[config.mk]
export PLATFORM = sky130hd
export DESIGN_NAME = div_iter
export DESIGN_NICKNAME = d
export VERILOG_FILES = /design/src/rtl/div_iter_pkg.sv /design/src/rtl/div_abs_cmp.sv /design/src/rtl/div_iter.sv
export SDC_FILE = /design/constraint.sdc
export NUM_CORES = 1
export LEC_CHECK = 0
export ABC_AREA = 1
export BUFFER_PORTS_ARGS = -buffer_cell sky130_fd_sc_hd__buf_2
export CAP_MARGIN = 30
export CORE_MARGIN = 2
export CORE_UTILIZATION = 40
export CTS_CLUSTER_DIAMETER = 50
export DETAILED_ROUTE_END_ITERATION = 12
export PLACE_DENSITY = 0.59
export SLEW_MARGIN = 10
export SYNTH_ARGS = -nofsm -noshare
export SYNTH_HDL_FRONTEND = slang
export SYNTH_SLANG_ARGS = --single-unit
[constraint.sdc]
create_clock -name clk -period 10.3 [get_ports clk]
set_clock_uncertainty 0.15 [all_clocks]
set_input_delay 2.06 -clock clk [delete_from_list [all_inputs] [get_ports clk]]
set_output_delay 2.06 -clock clk [all_outputs]
set_load 0.01 [all_outputs]
[src/rtl/div_iter_pkg.sv]
// Shared definitions for the iterative divider: FSM state encoding and the
// start/stop levels of the EX request handshake.
package div_iter_pkg;

    typedef enum logic [1:0] {
        DivIdle = 2'b00,
        DivBusy = 2'b01,
        DivDone = 2'b10
    } div_state_e;

    localparam logic DivStart = 1'b1;
    localparam logic DivStop  = 1'b0;

    localparam int DIV_WIDTH_MIN = 8;
    localparam int DIV_WIDTH_MAX = 64;

endpackage

[src/rtl/div_abs_cmp.sv]
// Operand magnitude extraction for the divider. Produces |a| and |b|, the
// operand sign flags used later by the sign fix-up, the early-out compare
// |a| < |b| and the zero-divisor detect.
module div_abs_cmp
    import div_iter_pkg::*;
#(
    parameter int WIDTH = 32
) (
    input  logic             signed_div,
    input  logic [WIDTH-1:0] op_a,
    input  logic [WIDTH-1:0] op_b,
    output logic [WIDTH-1:0] mag_a,
    output logic [WIDTH-1:0] mag_b,
    output logic             neg_a,
    output logic             neg_b,
    output logic             a_lt_b,
    output logic             b_zero
);

    // Two's-complement magnitudes; in unsigned mode the operands pass through.
    always_comb begin
        neg_a  = signed_div & op_a[WIDTH-1];
        neg_b  = signed_div & op_b[WIDTH-1];
        mag_a  = op_a;
        mag_b  = op_b;
        if (neg_a) begin
            mag_a = ~op_a + WIDTH'(1);
        end else begin
            mag_a = op_a;
        end
        if (neg_b) begin
            mag_b = ~op_b + WIDTH'(1);
        end else begin
            mag_b = op_b;
        end
        a_lt_b = (mag_a < mag_b);
        b_zero = (op_b == {WIDTH{1'b0}});
    end

endmodule

[src/rtl/div_iter.sv]
// Parametrised multi-cycle integer divider for the EX stage. Restoring
// division on operand magnitudes, one quotient bit per cycle, with sign
// fix-up on the last step. Zero divisor and (optionally) |a| < |b| finish on
// the accepting edge. Keeps the EX start/annul/ready handshake.
module div_iter
    import div_iter_pkg::*;
#(
    parameter int WIDTH     = 32,
    parameter bit EARLY_OUT = 1'b1
) (
    input  logic               clk,
    input  logic               rst,
    input  logic               signed_div_i,
    input  logic [WIDTH-1:0]   opdata1_i,
    input  logic [WIDTH-1:0]   opdata2_i,
    input  logic               start_i,
    input  logic               annul_i,
    output logic [2*WIDTH-1:0] result_o,
    output logic               ready_o,
    output logic               busy_o,
    output logic               divzero_o
);

    localparam int               CNT_W    = $clog2(WIDTH + 1);
    localparam logic [CNT_W-1:0] CNT_LAST = CNT_W'(WIDTH - 1);

    div_state_e       state_r;
    logic [CNT_W-1:0] cnt_r;
    logic [WIDTH-1:0] dvd_r;      // dividend bits shifting out, quotient bits shifting in
    logic [WIDTH-1:0] rem_r;      // partial remainder
    logic [WIDTH-1:0] dsr_r;      // |divisor|
    logic             neg_quo_r;
    logic             neg_rem_r;

    logic [WIDTH-1:0] mag_a_s;
    logic [WIDTH-1:0] mag_b_s;
    logic             neg_a_s;
    logic             neg_b_s;
    logic             a_lt_b_s;
    logic             b_zero_s;

    logic [WIDTH:0]   rem_shift_s;
    logic [WIDTH:0]   diff_s;
    logic             qbit_s;
    logic [WIDTH-1:0] rem_next_s;
    logic [WIDTH-1:0] quo_next_s;
    logic [WIDTH-1:0] rem_fix_s;
    logic [WIDTH-1:0] quo_fix_s;

    div_abs_cmp #(
        .WIDTH (WIDTH)
    ) u_abs_cmp (
        .signed_div (signed_div_i),
        .op_a       (opdata1_i),
        .op_b       (opdata2_i),
        .mag_a      (mag_a_s),
        .mag_b      (mag_b_s),
        .neg_a      (neg_a_s),
        .neg_b      (neg_b_s),
        .a_lt_b     (a_lt_b_s),
        .b_zero     (b_zero_s)
    );

    // One restoring step: shift in the next dividend bit, trial-subtract in
    // WIDTH+1 bits; the top bit of the difference is the borrow.
    always_comb begin
        rem_shift_s = {rem_r, dvd_r[WIDTH-1]};
        diff_s      = rem_shift_s - {1'b0, dsr_r};
        qbit_s      = ~diff_s[WIDTH];
        rem_next_s  = rem_shift_s[WIDTH-1:0];
        if (qbit_s) begin
            rem_next_s = diff_s[WIDTH-1:0];
        end else begin
            rem_next_s = rem_shift_s[WIDTH-1:0];
        end
        quo_next_s = {dvd_r[WIDTH-2:0], qbit_s};
    end

    // Sign fix-up of the final step. Most-negative / -1 needs no special case:
    // the magnitude quotient 2^(WIDTH-1) is already the wrapped value.
    always_comb begin
        quo_fix_s = quo_next_s;
        rem_fix_s = rem_next_s;
        if (neg_quo_r) begin
            quo_fix_s = ~quo_next_s + WIDTH'(1);
        end else begin
            quo_fix_s = quo_next_s;
        end
        if (neg_rem_r) begin
            rem_fix_s = ~rem_next_s + WIDTH'(1);
        end else begin
            rem_fix_s = rem_next_s;
        end
    end

    // Control FSM and datapath registers; all outputs are registered here.
    always_ff @(posedge clk or negedge rst) begin
        if (!rst) begin
            state_r   <= DivIdle;
            cnt_r     <= {CNT_W{1'b0}};
            dvd_r     <= {WIDTH{1'b0}};
            rem_r     <= {WIDTH{1'b0}};
            dsr_r     <= {WIDTH{1'b0}};
            neg_quo_r <= 1'b0;
            neg_rem_r <= 1'b0;
            result_o  <= {(2*WIDTH){1'b0}};
            ready_o   <= 1'b0;
            busy_o    <= 1'b0;
            divzero_o <= 1'b0;
        end else if (annul_i) begin
            state_r   <= DivIdle;
            ready_o   <= 1'b0;
            busy_o    <= 1'b0;
            divzero_o <= 1'b0;
        end else begin
            case (state_r)
                DivIdle: begin
                    if (start_i == DivStart) begin
                        if (b_zero_s) begin
                            state_r   <= DivDone;
                            result_o  <= {(2*WIDTH){1'b0}};
                            divzero_o <= 1'b1;
                            ready_o   <= 1'b1;
                            busy_o    <= 1'b0;
                        end else if (EARLY_OUT && a_lt_b_s) begin
                            state_r   <= DivDone;
                            result_o  <= {opdata1_i, {WIDTH{1'b0}}};
                            divzero_o <= 1'b0;
                            ready_o   <= 1'b1;
                            busy_o    <= 1'b0;
                        end else begin
                            state_r   <= DivBusy;
                            cnt_r     <= {CNT_W{1'b0}};
                            dvd_r     <= mag_a_s;
                            rem_r     <= {WIDTH{1'b0}};
                            dsr_r     <= mag_b_s;
                            neg_quo_r <= neg_a_s ^ neg_b_s;
                            neg_rem_r <= neg_a_s;
                            divzero_o <= 1'b0;
                            ready_o   <= 1'b0;
                            busy_o    <= 1'b1;
                        end
                    end else begin
                        state_r <= DivIdle;
                        ready_o <= 1'b0;
                        busy_o  <= 1'b0;
                    end
                end
                DivBusy: begin
                    rem_r <= rem_next_s;
                    dvd_r <= quo_next_s;
                    cnt_r <= cnt_r + CNT_W'(1);
                    if (cnt_r == CNT_LAST) begin
                        state_r  <= DivDone;
                        result_o <= {rem_fix_s, quo_fix_s};
                        ready_o  <= 1'b1;
                        busy_o   <= 1'b0;
                    end else begin
                        state_r <= DivBusy;
                        busy_o  <= 1'b1;
                    end
                end
                DivDone: begin
                    if (start_i == DivStop) begin
                        state_r   <= DivIdle;
                        ready_o   <= 1'b0;
                        divzero_o <= 1'b0;
                    end else begin
                        state_r <= DivDone;
                        ready_o <= 1'b1;
                    end
                end
                default: begin
                    state_r   <= DivIdle;
                    ready_o   <= 1'b0;
                    busy_o    <= 1'b0;
                    divzero_o <= 1'b0;
                end
            endcase
        end
    end

endmodule

After elaboration in Yosys (flattened, before gate mapping)
Cells that the tools add are included.
{ "word_totals": {"wordCells": 96, "register_bits": 173, "out_inout_bits": 67} }
{ "op_classes": {"n_eq_ne": 13, "muxes": 47, "n_reduce_logical": 7, "n_lt_le_gt_ge": 1, "n_addsub": 6, "bitwise": 11} }
{ "op_table": {"columns": ["cell", "n"], "rows": [
  ["$mux 32", 11],
  ["$mux 64", 4],
  ["$add 32x1->32 const B", 4],
  ["$not 32->32", 4],
  ["$pmux 32 s2", 2],
  ["$pmux 64 s2", 1],
  ["$sub 33x32->33", 1],
  ["$logic_not 32->1", 1],
  ["$lt 32x32->1", 1],
  ["$mux 6", 3],
  ["$mux 1", 15],
  ["$reduce_and 5->1", 3],
  ["$mux 2", 6],
  ["$ne 2x2->1 const B", 6],
  ["$ne 3x3->1 const B", 4],
  ["$pmux 6 s2", 1],
  ["$pmux 1 s3", 3],
  ["$add 6x1->6 const B", 1],
  ["$eq 6x5->1 const B", 1],
  ["$pmux 2 s3", 1],
  ["$not 1->1", 4],
  ["$reduce_and 3->1", 1],
  ["$and 1x1->1", 2],
  ["$eq 2x1->1 const B", 1],
  ["4 further kinds", 4]
]} }

Logic depth before layout (Yosys ltp)
{ "logic_depth": {"word_depth": 9, "mapped_depth": 30, "ltp_nobuf": 28} }

Modules after synthesis
Synthesis repeated with hierarchy kept, for this count alone.
{ "hier_totals": {"cells_unflattened": 2259, "area_unflattened_um2": 14695.3} }
{ "by_module_without_submodules": {"columns": ["module", "cells_each", "instances", "seq_area_each_um2", "area_each_um2"], "rows": [
  ["div_iter", 1775, 1, 4329.2, 11984.0],
  ["div_abs_cmp", 484, 1, 0.0, 2711.4]
]} }

Worst setup path before layout
Ideal clock, no wire load.
{ "synth_path": {"kind": "input -> register", "startpoint": "input opdata2_i[4]", "endpoint": "register cnt_r[4]", "setup_slack_ns": 4.335, "arrival_ns": 5.681, "stages": 23, "setup_time_ns": 0.134, "n_path_buf": 2, "path_cell_list": "inv_1 -> nand2_1 -> nor2_1 -> nand2_1 -> nor2_1 -> nand2_1 -> nor3_1 -> nand2_1 -> nor3_1 -> nand4_1 -> o31ai_1 -> xor2_1 -> inv_1 -> ha_1 -> nand4_1 -> o221ai_1 -> a21oi_1 -> nand2_1 -> nand2_1 -> a21oi_1 -> clkbuf_1 -> clkbuf_1 -> a31oi_1"} }
{ "synth_via": {"elab_chain_len": 6, "elab_cells_between_ends": 8, "classes_between": "add/sub: 1; order compare: 1; eq/ne: 2; mux: 1; bitwise: 1; reduce/logical: 2"} }
{ "synth_rtl": {"columns": ["item", "line", "rtl"], "rows": [
  ["from (decl)", "div_iter.sv:15", "input logic [WIDTH-1:0] opdata2_i,"],
  ["$not 32->32", "div_abs_cmp.sv:32", "mag_b = ~op_b + WIDTH'(1);"],
  ["$add 32x1->32", "div_abs_cmp.sv:32", null],
  ["$mux 32", "div_abs_cmp.sv:31", "if (neg_b) begin"],
  ["$lt 32x32->1", "div_abs_cmp.sv:36", "a_lt_b = (mag_a < mag_b);"],
  ["$ne 2x2->1 (no line)", null, null],
  ["$reduce_and 5->1 (no line) *", null, null],
  ["to (signal assigned)", "div_iter.sv:100", "cnt_r <= {CNT_W{1'b0}};"],
  ["to (signal assigned)", "div_iter.sv:133", "cnt_r <= {CNT_W{1'b0}};"],
  ["to (signal assigned)", "div_iter.sv:152", "cnt_r <= cnt_r + CNT_W'(1);"],
  ["to (decl)", "div_iter.sv:28", "logic [CNT_W-1:0] cnt_r;"]
]} }
Mark *: on every way between the ends. The rest lies on a longest branch, timed or not.
A chain may end at the register's enable or synchronous reset.

Final worst setup path
{ "layout_path": {"startpoint": "input opdata2_i[4]", "endpoint": "register dsr_r[1]"} }
{ "layout_via": {"elab_chain_len": 6, "elab_cells_between_ends": 8, "classes_between": "add/sub: 1; order compare: 1; mux: 1; bitwise: 3; reduce/logical: 2"} }
{ "layout_rtl": {"columns": ["item", "line", "rtl"], "rows": [
  ["$not 32->32", "div_abs_cmp.sv:32", null],
  ["$add 32x1->32", "div_abs_cmp.sv:32", null],
  ["$mux 32", "div_abs_cmp.sv:31", null],
  ["$lt 32x32->1", "div_abs_cmp.sv:36", null],
  ["$not 1->1 (no line)", null, null],
  ["$reduce_and 5->1 (no line) *", null, null],
  ["to (signal assigned)", "div_iter.sv:103", "dsr_r <= {WIDTH{1'b0}};"],
  ["to (signal assigned)", "div_iter.sv:136", "dsr_r <= mag_b_s;"],
  ["to (decl)", "div_iter.sv:31", "logic [WIDTH-1:0] dsr_r;"]
]} }
Marked as above.

==> key figures <==
Outcome
  • Run status: completed

Power
  • Combinational share of power: 0.628
  • Power Density: 319.5 nW/um^2
  • P_int: 2359 uW
  • Clk pwr share: 0.147
  • Worst VDD drop: 0.0001488 V
  • Leak pwr: 0.008099 uW
  • Sw Pwr: 2738 uW
  • Sw Share: 0.5372
  • Sequential power share: 0.225

Critical path
  • Worst Path Buf+Inv: 5
  • Worst path top cell family by delay: simple AND/OR/NAND/NOR gates
  • Slowest stage delay, CP: 0.56 ns
  • Crit path max fanout: 32
  • Critical Path Start: opdata2_i[4]
  • WS Path Type: in2reg
  • WP data required: 10.45 ns
  • Reg2reg path depth: 26
  • Worst path arrival time: 6.84 ns
  • CP endpoint kind: register
  • Crit. path cell count: 26
  • R2r startpoint: dvd_r[31]
  • Worst path most repeated cell: nand2_1
  • Crit-path slowest cell: inv_1
  • Startpoint Class: input pin

Yosys
  • Sequential-to-total area share from yosys stat: 0.3052
  • Yosys reg bits: 173
  • Post-synth ARST share: 1.000
  • Mapped Cells: 2153
  • Synth Warn #: 0
  • Library cells used by synthesis: 52
  • Synth area leader: dfrtp_1
  • Top FF cell, synth: dfrtp_1
  • Synth top area share: 0.3052
  • Total nets after synthesis: 2291
  • Synth area leaders: dfrtp_1, nand2_1, inv_1, o21ai_0, ha_1
  • Post-synth EDFFs: 0
  • Post-synthesis cell area: 14180 sq um
  • Avg Inst Size Synth: 6.587 sq um

Clock network
  • Clk buf depth: 2
  • Postcts setup bufs: 0
  • CTS buffer count: 17
  • Worst skew pair latency: 0.44 ns
  • H-tree depth: 4
  • CTS tree: yes
  • # clock sinks: 173
  • Resized cells post-CTS: 0
  • Reg clk slew, reported paths: 0.07 ns
  • Hold-fix buffers, CTS: 0
  • Clock root buffer: clkbuf_16

Floorplanning
  • Num ports: 136
  • Die ar.: 36980 sq um
  • Die height: 192.3 um
  • Initial Util: 0.4086
  • Placement row count: 68
  • CORE AREA: 34710 sq um
  • Die width: 192.3 um

Placement
  • Pre-CTS setup slack: 3.164 ns
  • Placer Congestion: 0.9642
  • PortBufs: 135
  • DPL Wire Length: 41070 um

STA
  • Fmax: 149.5 MHz
  • Slew HR: 0.3733
  • Shortest period the worst path allows: 6.690 ns
  • Fin crit share: 0.6495
  • Setup_tns: 0 ns
  • Number of setup violations in the final report: 0
  • Slew Limit Fails: 0
  • Final hold violation count: 0
  • Worst slew pin tran: 0.9400 ns
  • RSZ-0062 raised after global routing: false
  • Final setup margin: 3.610 ns

Route
  • Vias: 14.55k
  • Vias per std cell: 5.361
  • Total wire length: 50970 um
  • First DRT Iteration DRCs: 1178
  • WL per Instance: 18.78 um
  • Routed Antenna Nets: 0
  • Drt drc: 0
  • DR pass1 iterations: 6

Cells and area
  • Fillers: 3712
  • Area Overhead vs Synth: 12.48%
  • # diodes: 0
  • Share of cells above drive strength 1: 0.1178
  • Final Net Count: 2384

Global route
  • First-pass GRT wire length: 78340 um
  • Total GRT Usage: 0.2809
  • Largest net degree at the start of global routing: 89
  • Vias in the first global route: 14.01k
  • GRT overflow: 0
  • Initial antenna violation count: 0

Hold path
  • Hold Crit Class: reg2reg
  • Critical hold path startpoint: result_o[56]
  • Hold path cells: 2

Flow run
  • Maximum capacitance violations: 0
[layer usage]
metal	GRT usage	part of all wire
met3	0.03037	0.053
met5	0	0
met2	0.4790	0.48
met1	0.3690	0.43
met4	0.09865	0.032
[sequential cells by signal, summed over array words and instances (netlist names)]
register and flops:
divzero_o 1, ready_o 1, neg_quo_r 1, cnt_r 6
dsr_r 32, dvd_r 32, neg_rem_r 1, rem_r 32
state_r 2, result_o 64, busy_o 1
[cells in the mapped netlist, types with 5 or more instances]
| library cell | n |
|---|---|
| o21ai_2 | 6 |
| nor4_1 | 8 |
| nand2_2 | 24 |
| o21ai_0 | 192 |
| o21ai_1 | 15 |
| a41oi_1 | 6 |
| nand3_1 | 98 |
| nand3b_1 | 11 |
| nor3_1 | 40 |
| nand2_1 | 631 |
| a31oi_1 | 12 |
| inv_1 | 278 |
| nand3_2 | 6 |
| xnor2_1 | 21 |
| o211ai_1 | 17 |
| nor2_2 | 8 |
| a21oi_1 | 74 |
| nor2_1 | 200 |
| o21bai_1 | 7 |
| buf_1 | 8 |
| dfrtp_1 | 173 |
| inv_2 | 6 |
| or2_2 | 11 |
| o31ai_1 | 26 |
| nand2_4 | 6 |
| nor2_4 | 5 |
| buf_2 | 6 |
| nand4_1 | 23 |
| clkbuf_1 | 57 |
| o41ai_1 | 9 |
| xor2_1 | 63 |
| ha_1 | 68 |
[path summary, 6_finish.rpt]
check / to / slack, ns
worst max-delay path: dsr_r[1] / 3.61
worst min-delay path: result_o[56] / 0.32
worst max register to register: result_o[30] / 5.24
worst min register to register: result_o[56] / 0.32
max in group asynchronous: rem_r[14] / 7.49
min in group asynchronous: rem_r[21] / 1.40
[kinds of logic after synthesis]
family | share of synthesized area
AOI/OAI and AO/OA | 0.1578
muxes | 0.0007058
buffers and inverters | 0.09934
DFF | 0.3052
xor gates and xnor gates | 0.05188
and+or+nand+nor | 0.3236
adders and majority gates | 0.06140
[power by group through the flow]
stage          Clock [uW]  Sequential (uW)  Combinational, uW
4_1_cts               757             1150               3180
2_1_floorplan           0             1120               2290
3_5_place_dp            0             1160               3160
5_1_grt               781             1180               3600
3_3_place_gp            0             1150               3130
6_report              749             1150               3200
[cell type report]
cell class / count / area (sq um) / area share
Multi-Input combinational cell: 1617 / 8468 / 0.5308
Sequential cell: 173 / 4329 / 0.2714
Inverter: 288 / 1081 / 0.06776
Timing Repair Buffer: 149 / 847.1 / 0.05310
Tap cell: 455 / 569.3 / 0.03569
Clock buffer: 18 / 429.2 / 0.02690
Clock inverter: 14 / 229.0 / 0.01435
[placed cells by master (no fill, tap or decap), types with 10 or more instances in the layout]
| cell | count |
|---|---|
| a31oi_1 | 12 |
| nand3b_1 | 11 |
| clkbuf_16 | 17 |
| nor2_1 | 198 |
| xnor2_1 | 21 |
| nand2_2 | 25 |
| ha_1 | 68 |
| nand2_1 | 630 |
| inv_1 | 278 |
| dfrtp_1 | 173 |
| o21ai_1 | 15 |
| nand4_1 | 23 |
| o31ai_1 | 26 |
| o21ai_0 | 192 |
| o211ai_1 | 17 |
| nor3_1 | 40 |
| buf_4 | 10 |
| nand3_1 | 98 |
| buf_2 | 134 |
| or2_2 | 11 |
| a21oi_1 | 73 |
| xor2_1 | 63 |
[stage by stage]
step / area [sq um] / power (uW) / hold slack (ns) / instances / utilization
finish: 15950 / 5097 / 0.3227 / 2714 / 0.4596
global route: 15950 / 5558 / 0.3513 / 2714 / 0.4596
CTS: 15930 / 5083 / 0.3296 / 2713 / 0.4588
detailed placement: 15270 / 4321 / 0.3080 / 2681 / 0.4398
global placement: 15200 / 4283 / 0.3094 / 2678 / 0.4380
floorplan: 14180 / 3406 / 0.3030 / 2153 / -
[worst reg2reg max path, delay by kind of cell, from the launching register on]
family	cells	cell delay (ns)
adder cells (fa/ha/maj)	3	0.85
flip-flops	1	0.41
AND/OR/NAND/NOR	15	2.33
buffers and inverters	3	0.24
AO/OA/AOI/OAI	5	0.98
(Power assumes the default switching activity.)
